[src/rtl/sdram_arb_pkg.sv]
// Shared definitions for the N-channel SDRAM read/write arbiter:
// request encodings, FSM state encoding and a constant-width helper.
package sdram_arb_pkg;

  localparam logic [1:0] RW_IDLE = 2'b00;
  localparam logic [1:0] RW_RD   = 2'b01;
  localparam logic [1:0] RW_WR   = 2'b10;

  typedef enum logic [1:0] {
    ST_IDLE  = 2'd0,
    ST_GRANT = 2'd1,
    ST_GAP   = 2'd2
  } state_t;

  // Ceiling log2; clog2(1) = 0.
  function automatic int unsigned clog2(input int unsigned v);
    int unsigned r;
    r = 0;
    for (int unsigned i = 0; i < 32; i++) begin
      if ((64'd1 << i) < 64'(v)) r = i + 1;
    end
    return r;
  endfunction

endpackage

[src/rtl/sdram_arb_pick.sv]
// Combinational priority picker: first requesting channel at or after the
// start pointer (round-robin) or lowest-index requester (fixed priority).
module sdram_arb_pick
  import sdram_arb_pkg::*;
#(
  parameter int unsigned NUM_CH = 4,
  localparam int unsigned PTR_W = (clog2(NUM_CH) > 0) ? clog2(NUM_CH) : 1
) (
  input  logic [NUM_CH-1:0] req,
  input  logic [PTR_W-1:0]  rr_ptr,
  input  logic              mode,
  output logic [PTR_W-1:0]  winner,
  output logic              valid
);

  int unsigned      start;
  int unsigned      pos;
  logic [PTR_W-1:0] sel;

  // Upward search with wrap; the first hit freezes the winner.
  always_comb begin
    winner = '0;
    valid  = 1'b0;
    start  = mode ? 32'(rr_ptr) : 32'd0;
    pos    = 0;
    sel    = '0;
    for (int unsigned i = 0; i < NUM_CH; i++) begin
      pos = start + i;
      if (pos >= NUM_CH) pos = pos - NUM_CH;
      sel = PTR_W'(pos);
      if (!valid && req[sel]) begin
        winner = sel;
        valid  = 1'b1;
      end
    end
  end

endmodule

[src/rtl/sdram_rw_arbiter_nch.sv]
// N-channel SDRAM access arbiter: grants one client at a time, forwards its
// direction and address, and holds the grant until done or timeout.
module sdram_rw_arbiter_nch
  import sdram_arb_pkg::*;
#(
  parameter int unsigned NUM_CH    = 4,
  parameter int unsigned ADDR_W    = 24,
  parameter int unsigned RR_MODE   = 1,
  parameter int unsigned MAX_GRANT = 1023
) (
  input  logic                     clk,
  input  logic                     rst_n,
  input  logic                     en,
  input  logic [NUM_CH-1:0]        req,
  input  logic [NUM_CH-1:0]        is_wr,
  input  logic [NUM_CH*ADDR_W-1:0] addr,
  input  logic [NUM_CH-1:0]        done,
  output logic [NUM_CH-1:0]        grant,
  output logic [1:0]               rw_req,
  output logic [ADDR_W-1:0]        rw_addr,
  output logic                     busy,
  output logic                     timeout
);

  localparam int unsigned PTR_W    = (clog2(NUM_CH) > 0) ? clog2(NUM_CH) : 1;
  localparam int unsigned TMR_W    = (clog2(MAX_GRANT + 1) > 0) ? clog2(MAX_GRANT + 1) : 1;
  localparam int unsigned TMR_LAST = (MAX_GRANT > 0) ? MAX_GRANT - 1 : 0;
  localparam bit          TMO_EN   = (MAX_GRANT > 0);
  localparam bit          RR_EN    = (RR_MODE != 0);

  state_t              state_q, state_d;
  logic [NUM_CH-1:0]   grant_q, grant_d;
  logic [1:0]          rw_req_q, rw_req_d;
  logic [ADDR_W-1:0]   rw_addr_q, rw_addr_d;
  logic                busy_q, busy_d;
  logic                timeout_q, timeout_d;
  logic [PTR_W-1:0]    rr_ptr_q, rr_ptr_d;
  logic [TMR_W-1:0]    tmr_q, tmr_d;
  logic [PTR_W-1:0]    gnt_idx_q, gnt_idx_d;

  logic [PTR_W-1:0]    pick_win;
  logic                pick_valid;
  logic [PTR_W-1:0]    ptr_next;
  logic [ADDR_W-1:0]   addr_a [NUM_CH];

  // Unpack the flat per-channel address bus for index-based muxing.
  for (genvar k = 0; k < NUM_CH; k++) begin : g_addr
    assign addr_a[k] = addr[k*ADDR_W +: ADDR_W];
  end

  sdram_arb_pick #(
    .NUM_CH (NUM_CH)
  ) u_pick (
    .req    (req),
    .rr_ptr (rr_ptr_q),
    .mode   (RR_EN),
    .winner (pick_win),
    .valid  (pick_valid)
  );

  assign ptr_next = (pick_win == PTR_W'(NUM_CH - 1)) ? '0 : pick_win + PTR_W'(1);

  // Next-state and registered-output logic.
  always_comb begin
    state_d   = state_q;
    grant_d   = grant_q;
    rw_req_d  = rw_req_q;
    rw_addr_d = rw_addr_q;
    busy_d    = busy_q;
    timeout_d = 1'b0;
    rr_ptr_d  = rr_ptr_q;
    tmr_d     = tmr_q;
    gnt_idx_d = gnt_idx_q;

    if (!en) begin
      state_d   = ST_IDLE;
      grant_d   = '0;
      rw_req_d  = RW_IDLE;
      rw_addr_d = '0;
      busy_d    = 1'b0;
      tmr_d     = '0;
    end else begin
      unique case (state_q)
        ST_IDLE: begin
          if (pick_valid) begin
            state_d   = ST_GRANT;
            gnt_idx_d = pick_win;
            grant_d   = NUM_CH'(1) << pick_win;
            rw_req_d  = is_wr[pick_win] ? RW_WR : RW_RD;
            rw_addr_d = addr_a[pick_win];
            busy_d    = 1'b1;
            tmr_d     = '0;
            if (RR_EN) rr_ptr_d = ptr_next;
          end
        end
        ST_GRANT: begin
          // Address tracks the owner live; direction stays frozen.
          rw_addr_d = addr_a[gnt_idx_q];
          if (done[gnt_idx_q] || (TMO_EN && tmr_q == TMR_W'(TMR_LAST))) begin
            state_d   = ST_GAP;
            grant_d   = '0;
            rw_req_d  = RW_IDLE;
            busy_d    = 1'b0;
            tmr_d     = '0;
            timeout_d = !done[gnt_idx_q];
          end else begin
            tmr_d = tmr_q + TMR_W'(1);
          end
        end
        ST_GAP: begin
          state_d = ST_IDLE;
        end
        default: begin
          state_d = ST_IDLE;
        end
      endcase
    end
  end

  always_ff @(posedge clk or negedge rst_n) begin
    if (!rst_n) begin
      state_q   <= ST_IDLE;
      grant_q   <= '0;
      rw_req_q  <= RW_IDLE;
      rw_addr_q <= '0;
      busy_q    <= 1'b0;
      timeout_q <= 1'b0;
      rr_ptr_q  <= '0;
      tmr_q     <= '0;
      gnt_idx_q <= '0;
    end else begin
      state_q   <= state_d;
      grant_q   <= grant_d;
      rw_req_q  <= rw_req_d;
      rw_addr_q <= rw_addr_d;
      busy_q    <= busy_d;
      timeout_q <= timeout_d;
      rr_ptr_q  <= rr_ptr_d;
      tmr_q     <= tmr_d;
      gnt_idx_q <= gnt_idx_d;
    end
  end

  assign grant   = grant_q;
  assign rw_req  = rw_req_q;
  assign rw_addr = rw_addr_q;
  assign busy    = busy_q;
  assign timeout = timeout_q;

endmodule

[config.mk]
export PLATFORM = sky130hd
export DESIGN_NAME = sdram_rw_arbiter_nch
export DESIGN_NICKNAME = d
export VERILOG_FILES = /design/src/rtl/sdram_arb_pkg.sv /design/src/rtl/sdram_arb_pick.sv /design/src/rtl/sdram_rw_arbiter_nch.sv
export SDC_FILE = /design/constraint.sdc
export NUM_CORES = 1
export LEC_CHECK = 0
export CAP_MARGIN = 10
export CORE_ASPECT_RATIO = 2
export CORE_UTILIZATION = 30
export CTS_CLUSTER_SIZE = 20
export DETAILED_ROUTE_END_ITERATION = 8
export GPL_ROUTABILITY_DRIVEN = 1
export PLACE_DENSITY_LB_ADDON = 0.15
export SLEW_MARGIN = 20
export SYNTH_ARGS = -nofsm -noshare
export SYNTH_HDL_FRONTEND = slang
export SYNTH_SLANG_ARGS = --single-unit
[constraint.sdc]
create_clock -name clk -period 5.2 [get_ports clk]
set_clock_uncertainty 0.2 [all_clocks]
set_input_delay 1.56 -clock clk [delete_from_list [all_inputs] [get_ports clk]]
set_output_delay 1.56 -clock clk [all_outputs]
set_load 0.01 [all_outputs]
**Word level (Yosys, flattened, before mapping)**

Index checks and enable logic that the tools add are counted.

- $mul: 0
- Shifts and indexed selects: 1
- $add $sub $neg: 9
- Equality and inequality tests: 6
- Multiplexer cells: 58
- Bitwise logic cells: 2
- Reductions and logical operators: 13
- Order comparisons: 12
- Div/mod/pow operators: 0

Operators by type and width:

| operator | number |
|---|---|
| $mux 24 | 6 |
| $bmux 24 s2 | 2 |
| $pmux 24 s2 | 1 |
| $mux 2 | 16 |
| $mux 10 | 3 |
| $pmux 10 s2 | 1 |
| $lt 2x3->1 const B | 6 |
| $mux 1 | 16 |
| $ge 3x3->1 const B | 5 |
| $bmux 1 s2 | 6 |
| $mux 4 | 3 |
| $add 10x1->10 const B | 1 |
| $eq 10x10->1 const B | 1 |
| $pmux 2 s2 | 2 |
| $pmux 4 s2 | 1 |
| $sub 2x1->2 const B | 4 |
| $add 2x2->3 const B | 2 |
| $ne 3x3->1 const B | 2 |
| $not 2->3 | 2 |
| $reduce_and 3->1 | 2 |
| $logic_not 1->1 | 4 |
| $reduce_and 2->1 | 2 |
| $shl 1x2->4 const A | 1 |
| $add 2x1->3 const B | 1 |
| other kinds (9) | 11 |

- Memories: 0
- Word-level logic and storage cells: 110
- Memory bits (read-only): 0
- Bits in registers: 48
- Memory bits (writable): 0
- Input bits: 111
- Bits in latches: 0
- Output and inout port bits: 32

**Longest topological paths before layout**

- Word-level depth: 21
- Mapped depth: 8

**Hierarchy**

A second synthesis with hierarchy kept.

- Cells, all modules: 339
- Area total of the unflattened synthesis: 3,778.6 um2

Modules (own cells, without submodules):

| module | times used | area each (um2) | cells an instance |
|---|---|---|---|
| sdram_rw_arbiter_nch | 1 | 3,497.1 | 296 |
| sdram_arb_pick | 1 | 281.5 | 43 |

**Least setup slack after synthesis**

No wires, ideal clock.

- Path kind: input to register
- Start: input port req[2]
- End: register rw_addr_q[1] (netlist: rw_addr[1])
- Library setup time: 129 ps
- Arrival: 2,776 ps
- Stages on the path: 7
- Path slack: 2,095 ps
- Path through: mux2i_1 nor2_2 a311oi_4 nand3b_1 buf_6 o22a_1 o21ai_2

- Word-level cells in the longest chain between the ends: 19
- Elaborated cells on any way between the ends: 31
- Classes of those cells: 1 x eq/ne; 22 x mux; 1 x bitwise; 7 x reduce/logical

RTL lines:

| item | line | text |
|---|---|---|
| from (decl) | sdram_rw_arbiter_nch.sv:14 | `input logic [NUM_CH-1:0] req,` |
| $bmux 1 s2 | sdram_arb_pick.sv:31 | `if (!valid && req[sel]) begin` |
| $mux 1 (not written as such) | sdram_arb_pick.sv:31 |  |
| $mux 1 | sdram_arb_pick.sv:31 |  |
| $logic_not 1->1 | sdram_arb_pick.sv:31 |  |
| $logic_and 1x1->1 | sdram_arb_pick.sv:31 |  |
| $mux 1 | sdram_arb_pick.sv:31 |  |
| $logic_not 1->1 | sdram_arb_pick.sv:31 |  |
| $logic_and 1x1->1 | sdram_arb_pick.sv:31 |  |
| (+3 left out) | n/a |  |
| $mux 2 * | sdram_arb_pick.sv:31 |  |
| named net pick_win[0] | sdram_rw_arbiter_nch.sv:41 | `logic [PTR_W-1:0] pick_win;` |
| $not 2->3 (not written as such) * | sdram_rw_arbiter_nch.sv:90 | `rw_addr_d = addr_a[pick_win];` |
| $bmux 24 s2 * | sdram_rw_arbiter_nch.sv:90 |  |
| $mux 24 (not written as such) * (2 in series) | sdram_rw_arbiter_nch.sv:90 |  |
| $mux 24 * | sdram_rw_arbiter_nch.sv:85 | `if (pick_valid) begin` |
| $pmux 24 s2 * | sdram_rw_arbiter_nch.sv:83 | `unique case (state_q)` |
| $mux 24 * | sdram_rw_arbiter_nch.sv:75 | `if (!en) begin` |
| to (signal assigned) | sdram_rw_arbiter_nch.sv:135 | `rw_addr_q <= rw_addr_d;` |
| to (decl) | sdram_rw_arbiter_nch.sv:34 | `logic [ADDR_W-1:0] rw_addr_q, rw_addr_d;` |

Mark *: on every way through the listed nets, which the timed path passes. The rest lies on a longest branch. The select of a mux whose other input is x is not followed.
A chain may end at the register's enable or synchronous reset.

**Final worst setup path**

- Start: input port req[0]
- End: register rw_addr_q[1] (netlist: rw_addr[1])

The elaborated chain is that of the path after synthesis.

==> impl_metrics.env <==
export IMPL_cts_buffers_inserted=5
export IMPL_syn_inst=323
export IMPL_io_buffers=142
export IMPL_postCtsHoldBufs=0
export IMPL_rows=56
export IMPL_grt_overflow=0
export IMPL_synth_compound_area_share_pct=21.6
export IMPL_cts_resized=0
export IMPL_synth_adder_area_share_pct=2.06
export IMPL_vdd_drop_max_mv=0.261
export IMPL_hp_start="busy"
export IMPL_ios=143
export IMPL_cts_reportedPaths_clkPinSlew_ps=70
export IMPL_crit_type="in -> reg"
export IMPL_timing_rr_end="rw_addr[1]"
export IMPL_cts_tree="yes"
export IMPL_cts_buffer_depth=2
export IMPL_setup_tns_ps=0
export IMPL_viasPerCell=5.50
export IMPL_fin_nets=569
export IMPL_first_global_vias=3478
export IMPL_synth_top_family_by_area="multiplexers"
export IMPL_crit_chain="clkdlybuf4s50_1 > mux2i_1 > nor2_2 > a311oi_4 > nand3b_1 > buf_4 > o22a_1 > o21ai_2"
export IMPL_drt_wl_total_um=11500
export IMPL_postCtsSetupBuffers=0
export IMPL_r2r_setup_slack_ps=2370
export IMPL_cp_max_fo=18
export IMPL_cp_slowest_cell="nand3b_1"
export IMPL_placed_cell_area_um2=5130
export IMPL_setup_ws_ps=1140
export IMPL_hold_path_endpoint="busy"
export IMPL_die_x_um=80.0
export IMPL_fillers=1130
export IMPL_num_vias=3290
export IMPL_max_cap_violations=0
export IMPL_dr_first_iter_drc_count=153
export IMPL_multi_input_area_um2=2250
export IMPL_worst_path_buf_inv=2
export IMPL_run_status="finished clean"
export IMPL_yosys_area_share_simple_pct=8.06
export IMPL_dp_final_hpwl_um=8520
export IMPL_antenna_found_initial=0
export IMPL_synthArstFlopShare_pct=100
export IMPL_final_cell_count_no_fill=598
export IMPL_power_density_nw_per_um2=405
export IMPL_critPathMaxStageDelay_ps=720
export IMPL_reg2reg_depth=7
export IMPL_htree_levels=2
export IMPL_floorplan_initialDensity_pct=31.0
export IMPL_rsz0062_at_grt="no"
export IMPL_cp_arrival_ps=4040
export IMPL_synthesis_area_um2=3650
export IMPL_synth_edf_count=0
export IMPL_ys_seq_area_share_pct=32.9
export IMPL_yosys_warnings=0
export IMPL_syn_avg_cell_area_um2=11.3
export IMPL_ant_nets=0
export IMPL_crit_required_ps=5180
export IMPL_die_h_um=158
export IMPL_crit_path_start="req[0]"
export IMPL_drive_above_1_share_pct=14.3
export IMPL_dr_pass1_iters=4
export IMPL_synthesis_nets=440
export IMPL_clk_latency_ps=290
export IMPL_synth_distinct_cells=44
export IMPL_p_leak_nw=2.09
export IMPL_die_area_um2=12600
export IMPL_grt_start_max_net_pins=30
export IMPL_hold_class="reg -> reg"
export IMPL_cts_sinks=48
export IMPL_postLayoutCoreUtil_pct=45.0
export IMPL_holdPathStages=2
export IMPL_wl_per_cell_um=19.3
export IMPL_hold_viol=0
export IMPL_seq_area_um2=1200
export IMPL_track_usage_pct=18.2
export IMPL_tightest_slew_ps=939
export IMPL_place_congestion=0.806
export IMPL_place_ws_ps=752
export IMPL_crit_family="buffers and inverters"
export IMPL_fin_crit_ps=4060
export IMPL_setup_violations=0
export IMPL_core_um2=11800
export IMPL_antenna_cells=0
export IMPL_cts_root_buf="clkbuf_16"
export IMPL_synthFlopType="dfrtp_1"
export IMPL_slew_headroom_pct=37.4
export IMPL_maxSlewViolCount=0
export IMPL_synthToLayoutAreaGrowth_pct=45.3
export IMPL_dp_cells=590
export IMPL_cp_end_kind="flip-flop"
export IMPL_fmax_mhz=246
export IMPL_min_period_over_period_pct=78.2
export IMPL_synth_mux_area_share_pct=29.7
export IMPL_final_cell_area_um2=5300
export IMPL_synth_seq_cells=48
export IMPL_r2r_start="rr_ptr_q[1]"
export IMPL_worstSetupStartpointType="input port"
export IMPL_grt_pass1_wl_um=17500
export IMPL_drc=0
export IMPL_total_power_mw=2.15
export IMPL_whs_ps=293
export IMPL_synth_xor_area_share_pct=0
area by class of cell:
cell class | instances | area share [%]
well taps | 145 | 3.42
inverters | 5 | 0.354
flip-flops and latches | 48 | 22.7
repair buffers | 150 | 27.9
clock inverters | 3 | 0.803
multi-input cells | 242 | 42.5
clock buffers | 5 | 2.36
synthesized netlist by cell type (2+ instances only):
library cell	instances	share of area (%)
a21oi_1	3	0.41
a22o_1	5	1.2
a22oi_1	23	4.7
buf_2	5	0.69
buf_4	5	1.0
buf_6	7	2.2
clkbuf_1	9	0.93
dfrtp_1	48	33
ha_1	6	2.1
inv_1	5	0.51
mux2i_1	51	14
mux4_2	25	15
nand2_1	21	2.2
nand2b_1	4	0.69
nand2b_4	2	0.75
nand3_1	6	0.82
nor2_1	3	0.31
nor2b_1	5	0.86
nor3_1	2	0.27
o21ai_0	19	2.6
o21ai_1	12	1.6
o21ai_2	9	2.2
o22a_1	20	4.8
o22a_2	4	1.1
o31ai_1	4	0.82
o41ai_1	2	0.48
worst max path at each step:
stage / end / cells after the start
after floorplan: rw_addr[1] / 7
after global placement: rw_addr[5] / 8
after detailed placement: rw_addr[1] / 8
after CTS: rw_addr[1] / 8
after global routing: rw_addr[6] / 8
final: rw_addr[1] / 8
worst reg2reg max path, cell delays in order, from the launching register on:
cell and delay [ps]:
dfrtp_1 500, mux2i_1 260, nor2_2 60, a311oi_4 470, nand3b_1 720, buf_4 300
o22a_1 160, o21ai_2 50
cell families (layout without fill, tap and decap cells):
| family | count (synthesis) | count (layout) |
|---|---|---|
| muxes | 77 | 77 |
| buffers and inverters | 33 | 163 |
| adders and majority gates | 6 | 6 |
| AOI/OAI and AO/OA | 106 | 106 |
| and+or+nand+nor | 53 | 53 |
| DFF | 48 | 48 |
cells in the final DEF, fill, tap and decap left out, types with 9 or more instances in the layout:
| cell type | n |
|---|---|
| clkdlybuf4s50_1 | 141 |
| nand2_1 | 21 |
| a22oi_1 | 23 |
| mux2i_1 | 51 |
| dfrtp_1 | 47 |
| o22a_1 | 20 |
| o21ai_0 | 19 |
| mux4_2 | 25 |
| o21ai_1 | 12 |
| o21ai_2 | 9 |
report_power, final:
| group | switching (mW) | internal (mW) | leakage (nW) |
|---|---|---|---|
| sequential | 0.133 | 0.493 | 0.631 |
| combinational | 0.499 | 0.652 | 1.38 |
| clock | 0.144 | 0.226 | 0.0798 |
registers in the layout (all words and copies together), names as in the netlist, 2 cells and up:
name,flops
rw_req,2
rr_ptr_q,2
gnt_idx_q,2
rw_addr,24
state_q,2
tmr_q,10
grant,4
per-layer routing:
layer	GRT usage (%)	vias up	part of all wire (%)
li1	-	1525	-
met1	19.4	1648	38
met2	35.8	110	56
met3	2.42	7	5.0
met4	5.36	0	1.2
met5	0	-	0
(Power assumes the default switching activity.)
